`src/rtl/parking_pkg.sv`:
```
// Shared types and constants for the parking occupancy monitor.
//   gate_state_t : per-gate passage-tracking state
//   CODE_*       : sensor code {outer, inner}
package parking_pkg;

  typedef enum logic [2:0] {
    IDLE = 3'd0,
    E1   = 3'd1,
    E2   = 3'd2,
    E3   = 3'd3,
    X1   = 3'd4,
    X2   = 3'd5,
    X3   = 3'd6
  } gate_state_t;

  localparam logic [1:0] CODE_CLR  = 2'b00;
  localparam logic [1:0] CODE_IN   = 2'b01;
  localparam logic [1:0] CODE_OUT  = 2'b10;
  localparam logic [1:0] CODE_BOTH = 2'b11;

endpackage

```
`src/rtl/gate_fsm.sv`:
```
// Single-gate passage recogniser. Emits one-cycle enter/exit pulses for
// complete, in-order passages only.
//   clk, reset     : clock, synchronous active-high reset
//   outer, inner   : beam-blocked inputs (street side, lot side)
//   enter, exit    : registered one-cycle event pulses
//   enter_c, exit_c: combinational event about to be registered this edge,
//                    used by the top so count updates together with the pulse
module gate_fsm
  import parking_pkg::*;
(
  input  logic clk,
  input  logic reset,
  input  logic outer,
  input  logic inner,
  output logic enter,
  output logic exit,
  output logic enter_c,
  output logic exit_c
);

  gate_state_t state_q;
  logic [1:0]  code;

  assign code    = {outer, inner};
  assign enter_c = (state_q == E3) && (code == CODE_CLR);
  assign exit_c  = (state_q == X3) && (code == CODE_CLR);

  // State register and event pulses; exit states mirror entry with beams swapped.
  always_ff @(posedge clk) begin
    if (reset) begin
      state_q <= IDLE;
      enter   <= 1'b0;
      exit    <= 1'b0;
    end else begin
      enter <= enter_c;
      exit  <= exit_c;
      case (state_q)
        IDLE: begin
          // Both beams blocked from idle is ambiguous, so it is ignored.
          if (code == CODE_OUT)     state_q <= E1;
          else if (code == CODE_IN) state_q <= X1;
        end
        E1: begin
          if (code == CODE_BOTH)     state_q <= E2;
          else if (code != CODE_OUT) state_q <= IDLE;
        end
        E2: begin
          if (code == CODE_IN)       state_q <= E3;
          else if (code == CODE_OUT) state_q <= E1;
          else if (code == CODE_CLR) state_q <= IDLE;
        end
        E3: begin
          if (code == CODE_BOTH)    state_q <= E2;
          else if (code != CODE_IN) state_q <= IDLE;
        end
        X1: begin
          if (code == CODE_BOTH)    state_q <= X2;
          else if (code != CODE_IN) state_q <= IDLE;
        end
        X2: begin
          if (code == CODE_OUT)      state_q <= X3;
          else if (code == CODE_IN)  state_q <= X1;
          else if (code == CODE_CLR) state_q <= IDLE;
        end
        X3: begin
          if (code == CODE_BOTH)     state_q <= X2;
          else if (code != CODE_OUT) state_q <= IDLE;
        end
        default: state_q <= IDLE;
      endcase
    end
  end

endmodule

```
`src/rtl/parking_occupancy_monitor.sv`:
```
// Lot occupancy monitor: one gate_fsm per gate, events aggregated into a
// saturating occupancy count with full/empty flags and a sticky error.
//   clk, reset    : clock, synchronous active-high reset
//   outer, inner  : per-gate beam inputs
//   enter, exit   : per-gate one-cycle event pulses
//   count         : current occupancy
//   full, empty   : count == CAPACITY, count == 0
//   err           : sticky saturation flag, cleared only by reset
module parking_occupancy_monitor
  import parking_pkg::*;
#(
  parameter int unsigned NUM_GATES = 2,
  parameter int unsigned CAPACITY  = 15,
  parameter int unsigned COUNT_W   = $clog2(CAPACITY + 1)
) (
  input  logic                 clk,
  input  logic                 reset,
  input  logic [NUM_GATES-1:0] outer,
  input  logic [NUM_GATES-1:0] inner,
  output logic [NUM_GATES-1:0] enter,
  output logic [NUM_GATES-1:0] exit,
  output logic [COUNT_W-1:0]   count,
  output logic                 full,
  output logic                 empty,
  output logic                 err
);

  localparam int unsigned NET_W = COUNT_W + $clog2(NUM_GATES) + 2;
  localparam logic signed [NET_W-1:0] CAP_S = NET_W'(CAPACITY);

  logic [NUM_GATES-1:0]    enter_c;
  logic [NUM_GATES-1:0]    exit_c;
  logic signed [NET_W-1:0] ent_pc_c;
  logic signed [NET_W-1:0] ext_pc_c;
  logic signed [NET_W-1:0] sum_c;
  logic [COUNT_W-1:0]      count_q, count_d;
  logic                    full_q, empty_q, err_q, err_d;

  for (genvar g = 0; g < NUM_GATES; g++) begin : g_gate
    gate_fsm u_gate (
      .clk     (clk),
      .reset   (reset),
      .outer   (outer[g]),
      .inner   (inner[g]),
      .enter   (enter[g]),
      .exit    (exit[g]),
      .enter_c (enter_c[g]),
      .exit_c  (exit_c[g])
    );
  end

  // Net entries and exits first, then clamp the result to [0, CAPACITY].
  always_comb begin
    ent_pc_c = '0;
    ext_pc_c = '0;
    for (int g = 0; g < NUM_GATES; g++) begin
      ent_pc_c = ent_pc_c + NET_W'(enter_c[g]);
      ext_pc_c = ext_pc_c + NET_W'(exit_c[g]);
    end
    sum_c   = $signed(NET_W'(count_q)) + ent_pc_c - ext_pc_c;
    count_d = COUNT_W'(sum_c);
    err_d   = err_q;
    if (sum_c[NET_W-1]) begin
      count_d = '0;
      err_d   = 1'b1;
    end else if (sum_c > CAP_S) begin
      count_d = COUNT_W'(CAPACITY);
      err_d   = 1'b1;
    end
  end

  // Count and flags are registered together so they always agree.
  always_ff @(posedge clk) begin
    if (reset) begin
      count_q <= '0;
      full_q  <= 1'b0;
      empty_q <= 1'b1;
      err_q   <= 1'b0;
    end else begin
      count_q <= count_d;
      full_q  <= (count_d == COUNT_W'(CAPACITY));
      empty_q <= (count_d == '0);
      err_q   <= err_d;
    end
  end

  assign count = count_q;
  assign full  = full_q;
  assign empty = empty_q;
  assign err   = err_q;

endmodule

```
`config.mk`:
```
export PLATFORM = sky130hd
export DESIGN_NAME = parking_occupancy_monitor
export DESIGN_NICKNAME = d
export VERILOG_FILES = /design/src/rtl/parking_pkg.sv /design/src/rtl/gate_fsm.sv /design/src/rtl/parking_occupancy_monitor.sv
export SDC_FILE = /design/constraint.sdc
export NUM_CORES = 1
export LEC_CHECK = 0
export BUFFER_PORTS_ARGS = -buffer_cell sky130_fd_sc_hd__buf_2
export CAP_MARGIN = 20
export CELL_PAD_IN_SITES_DETAIL_PLACEMENT = 0
export CELL_PAD_IN_SITES_GLOBAL_PLACEMENT = 1
export CORE_MARGIN = 1
export CORE_UTILIZATION = 43
export CTS_CLUSTER_DIAMETER = 30
export DETAILED_ROUTE_END_ITERATION = 8
export PLACE_DENSITY = 0.83
export SLEW_MARGIN = 20
export SYNTH_ARGS = -nofsm -noshare
export SYNTH_HDL_FRONTEND = slang
export SYNTH_SLANG_ARGS = --single-unit
```
`constraint.sdc`:
```
create_clock -name clk -period 5 [get_ports clk]
set_clock_uncertainty 0.2 [all_clocks]
set_input_delay 0.5 -clock clk [delete_from_list [all_inputs] [get_ports clk]]
set_output_delay 0.5 -clock clk [all_outputs]
set_load 0.01 [all_outputs]
```
==> out/results.txt, run 1 <==
post-CTS setup buffers - 0
post-synthesis simple-gate area fraction - 0.2368
TritonCTS clock tree - done
Synth area leaders - dfxtp_1 (36%), ha_1 (6.6%), fa_1 (6.3%), a31oi_1 (5.3%), buf_4 (3.9%)
syn_nets - 117
Worst-path clk slew - 90 ps
maximum vdd drop - 0.0002224 V
mux contribution to synthesized area - 0
initial core utilization - 0.4703
critical path fanouts, max - 8
clock share of power - 0.163
HPWL Detailed - 1.208 mm
CTS buffer count - 3
Psw - 157.9 uW
compound-cell area share of the yosys netlist - 0.1526
Max Slew Vio Count - 0
register area share after synthesis - 0.3579
min cycle time layout - 3314 ps
GP Congestion - 0.8350
RSZ-0062 raised after global routing - no
Clock Latency Late Sink - 280 ps
wire per inst - 11.02 um
Std-Cell Rows - 16
initial antenna violation count - 0
Max Freq - 0.3018 GHz
global router's overall resource usage - 0.1463
PnR worst setup slack - 1686 ps
first-pass GRT wire length - 2.725 mm
part of the power in combinational logic - 0.420
xor and xnor area share after synthesis - 0.03684
Hold Fails Final Rpt - 0
CP Data Arrival Time - 3330 ps
worst slew pin tran - 268.2 ps
Post-DRT Antenna Nets - 0
Reg power frac - 0.417
die width - 49.03 um
P_int - 270.9 uW
instance count of the mapped netlist - 103
fin crit share - 0.6628
library cells used by synthesis - 33
number of synthesized register bits - 17
port buffer count - 16
via count - 749
outcome - complete, no violations
cell leakage power - 0.0004450 uW
CTS root buf - clkbuf_4
Via-to-Cell Ratio - 5.275
CTS H-Tree Depth - 1
post-synth top area cell - dfxtp_1
hold path depth - 2
Clock Path Buffers - 2
initial DRC count - 10
RR Endpoint - full
endpoints failing setup - 0
Placeable Area - 2022 um^2
nets - 130
Adder-Cell Fraction of Synth Area - 0.1289
ANT cells - 0
Worst Setup SP - g_gate[0].u_gate.state_q[1]
Residual DRC - 0
WHS Endpoint - g_gate[1].u_gate.state_q[2]
Reg2Reg Setup Slack - 1690 ps
clock sink count - 17
largest net degree at the start of global routing - 13
sequential cell area - 340.3 um^2
reg2reg path depth - 10
die area - 2403 um^2
slew margin rel. - 0.8207
crit end category - register
total wire length - 1.565 mm
Fin Setup TNS - 0 ps
Yosys top cell area share - 0.3579
hold crit path type - in -> reg
CP startpoint kind - register
HP Start - reset
Die H - 49.03 um
Max-cap violations - 0
First-pass DRT Iterations - 4
WS Path Type - reg -> reg
area taken by multi-input logic gates - 528.0 um^2
Filler cells - 209
PostCTS Resize Cnt - 0
core occupancy in the finished layout - 0.5155
vias in the first global route - 671
area grow syn2layout - 9.605%
boundary pin count - 17
Sw Share - 0.3682
largest family of logic cells by synthesized area - simple AND/OR/NAND/NOR gates
syn_area_per_cell - 9.232 um^2
Worst Path Required - 5020 ps
share of post-route cells with drive strength above 1 - 0.2000
total grt overflow - 0
cell area after synthesis - 950.9 um^2
YS warnings - 0
Worst R2R Start - g_gate[0].u_gate.state_q[1]
setup slack at placement - 1500 ps
pwr dens - 411.4 nW/um^2
hold_buf cts - 0
==> area by class of cell <==
| cell class | instances | share of cell area |
|---|---|---|
| multi-input combinational | 69 | 0.5066 |
| tap | 27 | 0.03241 |
| clock buffer | 4 | 0.02521 |
| inverter | 9 | 0.03241 |
| timing repair buffer | 16 | 0.07683 |
| sequential | 17 | 0.3265 |
==> state kept, by name, summed over array words and instances, names as in the netlist <==
signal                 count
err                        1
g_gate.u_gate.state_q      6
count                      4
g_gate.u_gate.enter        2
g_gate.u_gate.exit         2
empty                      1
full                       1
==> per-stage QoR <==
step           std cells  power [uW]  hold WS, ps  cell area, um^2
4_1_cts              142       432.9        336.5             1042
2_1_floorplan        103       310.6        308.6            950.9
5_1_grt              142       464.2        337.3             1042
3_5_place_dp         138       362.5        328.4             1016
3_3_place_gp         138       359.6        321.0             1016
6_report             142       428.8        335.2             1042
==> logic make-up after synthesis <==
logic type | count (synthesis)
buffers and inverters | 17
DFF | 17
and+or+nand+nor | 35
AOI/OAI and AO/OA | 22
adders and majority gates | 8
xor gates and xnor gates | 4
==> routing by layer <==
layer	part of all wire	vias to the layer above	global-route usage
li1	-	382	-
met3	0.031	4	0.02181
met5	0	-	0
met4	0.020	0	0.09314
met2	0.47	16	0.2338
met1	0.48	347	0.1834
==> worst max-delay path, cell delays in order (launching register included) <==
cell and delay [ps]:
dfxtp_1 460, nor3b_1 260, nand3b_1 160, fa_1 580
fa_1 170, inv_1 40, ha_1 190, fa_1 480
inv_1 50, or4_1 490, a31oi_1 160
==> power by group through the flow <==
stage               combinational, uW  sequential [uW]  clock [uW]
floorplan                         119              192           0
global placement                  179              181           0
detailed placement                180              183           0
CTS                               181              179        72.6
global route                      200              184        80.0
finish                            180              179        69.8
==> cell usage in the layout (no fill, tap or decap), types with 2 or more instances in the layout <==
cell type | Yosys | final
a21o_1 | 3 | 3
a21oi_1 | 4 | 4
a31oi_1 | 8 | 8
buf_2 | 0 | 16
clkbuf_4 | 0 | 3
dfxtp_1 | 17 | 17
fa_1 | 3 | 3
ha_1 | 5 | 5
inv_1 | 9 | 9
nand2_1 | 2 | 2
nand3_1 | 4 | 4
nand3b_1 | 2 | 2
nand4b_1 | 2 | 2
nor2_1 | 6 | 6
nor2b_1 | 5 | 5
nor3b_1 | 3 | 3
o21ai_0 | 2 | 2
or3b_1 | 3 | 3
xnor2_1 | 2 | 2
xor2_1 | 2 | 2
==> how the worst max path moves through the flow <==
stage / end / slack, ps / depth (start not counted)
after detailed placement: full / 1500 / 11
after CTS: full / 1680 / 10
after global routing: full / 1430 / 10
after floorplan: full / 1640 / 11
after global placement: full / 1550 / 11
final: full / 1690 / 10
==> synthesized netlist by cell type, drive strengths merged <==
library cell and n:
nor4bb 1, and2 1, dfxtp 17, clkbuf 3
a211o 1, ha 5, fa 3, nand3b 2
nand2b 1, a21oi 5, or3b 4, nand3 4
xor2 2, and3b 1, nor3b 3, or2 1
nor2 6, inv 9, xnor2 2, buf 5
a211oi 1, a31o 1, a31oi 8, nand4b 2
and4 1, or4 1, nor2b 5, nand2 2
a21o 3, a32oi 1, o21ai 2
Power figures use the tool's default switching activity.
==> run 2, diff against run 1 <==
--- a/config.mk
+++ b/config.mk
@@ -10,10 +10,10 @@
 export CELL_PAD_IN_SITES_DETAIL_PLACEMENT = 0
 export CELL_PAD_IN_SITES_GLOBAL_PLACEMENT = 1
 export CORE_MARGIN = 1
-export CORE_UTILIZATION = 43
+export CORE_UTILIZATION = 40
 export CTS_CLUSTER_DIAMETER = 30
 export DETAILED_ROUTE_END_ITERATION = 8
-export PLACE_DENSITY = 0.83
+export PLACE_DENSITY = 0.78
 export SLEW_MARGIN = 20
 export SYNTH_ARGS = -nofsm -noshare
 export SYNTH_HDL_FRONTEND = slang
==> constraint.sdc (replaced) <==
create_clock -name clk -period 3.1 [get_ports clk]
set_clock_uncertainty 0.2 [all_clocks]
set_input_delay 0.31 -clock clk [delete_from_list [all_inputs] [get_ports clk]]
set_output_delay 0.31 -clock clk [all_outputs]
set_load 0.01 [all_outputs]
==> run 2 against run 1 <==
Compared with the run above:
- hold slack lost 200 ps
- combinational power grew 79%
- highest routed layer unchanged
- critical endpoint unchanged
- worst setup slack lost 1600 ps
- utilization grew 1.8 points
==> out/results.txt, run 2 (same netlist as run 1, synthesis figures left out) <==
hold_buf cts - 0
fin crit share - 0.9867
ANT cells - 0
clock sink count - 17
worst slew pin tran - 267.4 ps
endpoints failing setup - 0
share of post-route cells with drive strength above 1 - 0.3615
maximum vdd drop - 0.0004739 V
Worst R2R Start - g_gate[0].u_gate.state_q[1]
via count - 818
Max Slew Vio Count - 0
max incr delay on CP - 580 ps
P_int - 457.5 uW
critical path fanouts, max - 2
nets - 145
crit end category - register
hold path depth - 2
CP startpoint kind - register
HP Start - reset
min cycle time layout - 3059 ps
TritonCTS clock tree - done
part of the power in combinational logic - 0.442
Largest register FFs - 6
HPWL Detailed - 1.458 mm
clock share of power - 0.166
RR Endpoint - full
most common library cell in the layout ignoring fill and taps - buf_2
Residual DRC - 0
Hold Slack - 132.8 ps
Via-to-Cell Ratio - 5.177
Worst Path Required - 3120 ps
CTS buffer count - 3
CP max stage cell - fa_1
WS Path Type - reg -> reg
CP Data Arrival Time - 3080 ps
First-pass DRT Iterations - 4
Sw Share - 0.3724
initial core utilization - 0.4258
CTS H-Tree Depth - 1
total grt overflow - 0
Post-DRT Antenna Nets - 0
die area - 2576 um^2
reg2reg path depth - 10
Clock Latency Late Sink - 290 ps
WHS Endpoint - g_gate[1].u_gate.state_q[2]
initial antenna violation count - 0
CTS root buf - clkbuf_4
Psw - 271.5 uW
Worst-path clk slew - 100 ps
RSZ-0062 raised after global routing - yes
outcome - complete, no violations
total wire length - 1.928 mm
Std-Cell Rows - 17
cell leakage power - 0.0005278 uW
GP Congestion - 0.7487
crit-path most repeated cell - fa_1
Max-cap violations - 0
commonest non-fill, non-tap cells in the layout - buf_2 (16), buf_4 (15), dfxtp_1 (14), inv_1 (9), a31oi_1 (8)
area grow syn2layout - 25.26%
first-pass GRT wire length - 3.132 mm
Post-DP Area - 1120 um^2
wire per inst - 12.20 um
Die H - 50.76 um
Power Total - 729.1 uW
Reg2Reg Setup Slack - 40 ps
vias in the first global route - 758
Hold Fails Final Rpt - 0
hold crit path type - in -> reg
Placeable Area - 2233 um^2
boundary pin count - 17
Max Freq - 0.3269 GHz
largest net degree at the start of global routing - 13
Reg power frac - 0.391
global router's overall resource usage - 0.1654
pwr dens - 612.1 nW/um^2
Clock Path Buffers - 2
port buffer count - 16
slew margin rel. - 0.8193
Critical Path, Cell by Cell - nor3b_4 > nand3b_1 > fa_1 > fa_1 > inv_1 > ha_2 > fa_1 > inv_1 > or4_1 > a31oi_1
initial DRC count - 15
Largest Register - g_gate.u_gate.state_q
design area - 1191 um^2
die width - 50.76 um
## run 2: worst max-delay path: cells and delay by family, from the launching register on
kind / cells / cell delay (ps)
AOI/OAI and AO/OA: 1 / 130
DFF: 1 / 350
and+or+nand+nor: 3 / 820
buffers and inverters: 2 / 100
adders and majority gates: 4 / 1400
## run 2: final cells by class
class | count | area (um^2)
Clock buffer | 4 | 26.28
Fill cell | 225 | 1042
Inverter | 9 | 33.78
Multi-Input combinational cell | 69 | 559.3
Sequential cell | 17 | 344.1
Tap cell | 28 | 35.03
Timing Repair Buffer | 31 | 192.7
## run 2: how the worst max path moves through the flow
| stage | startpoint | end | slack (ps) | cells past startpoint |
|---|---|---|---|---|
| after global routing | g_gate[0].u_gate.state_q[1] | full | -120 | 10 |
| after global placement | inner[1] | empty | -3 | 12 |
| after floorplan | inner[0] | full | 50 | 11 |
| after detailed placement | inner[1] | empty | -110 | 12 |
| after CTS | g_gate[0].u_gate.state_q[1] | full | 7 | 10 |
| final | g_gate[0].u_gate.state_q[1] | full | 40 | 10 |
## run 2: per-layer routing
layer	GRT usage	wire length, um
met5	0	0
met4	0.08333	14
met3	0.02727	62
met2	0.2978	1005
met1	0.1852	845
## run 2: repair_timing
action                     CTS  global route
setup endpoints to repair    2             3
pin swaps                    1             4
buffers inserted             0             2
gates resized for setup      1             9
## run 2: power groups by stage
stage	sequential, uW	clock [uW]	combinational [uW]
floorplan	310	0	191
global route	292	134	359
detailed placement	290	0	319
CTS	285	122	322
global placement	289	0	315
finish	285	121	322
## run 2: through the flow
stage,util,TNS (ps),setup slack (ps),instances
floorplan,-,0,50.12,103
global placement,0.5014,-3.187,-3.187,152
detailed placement,0.5014,-210.6,-107.2,152
CTS,0.5154,0,7.325,156
global route,0.5333,-170.0,-116.2,158
finish,0.5333,0,41.36,158
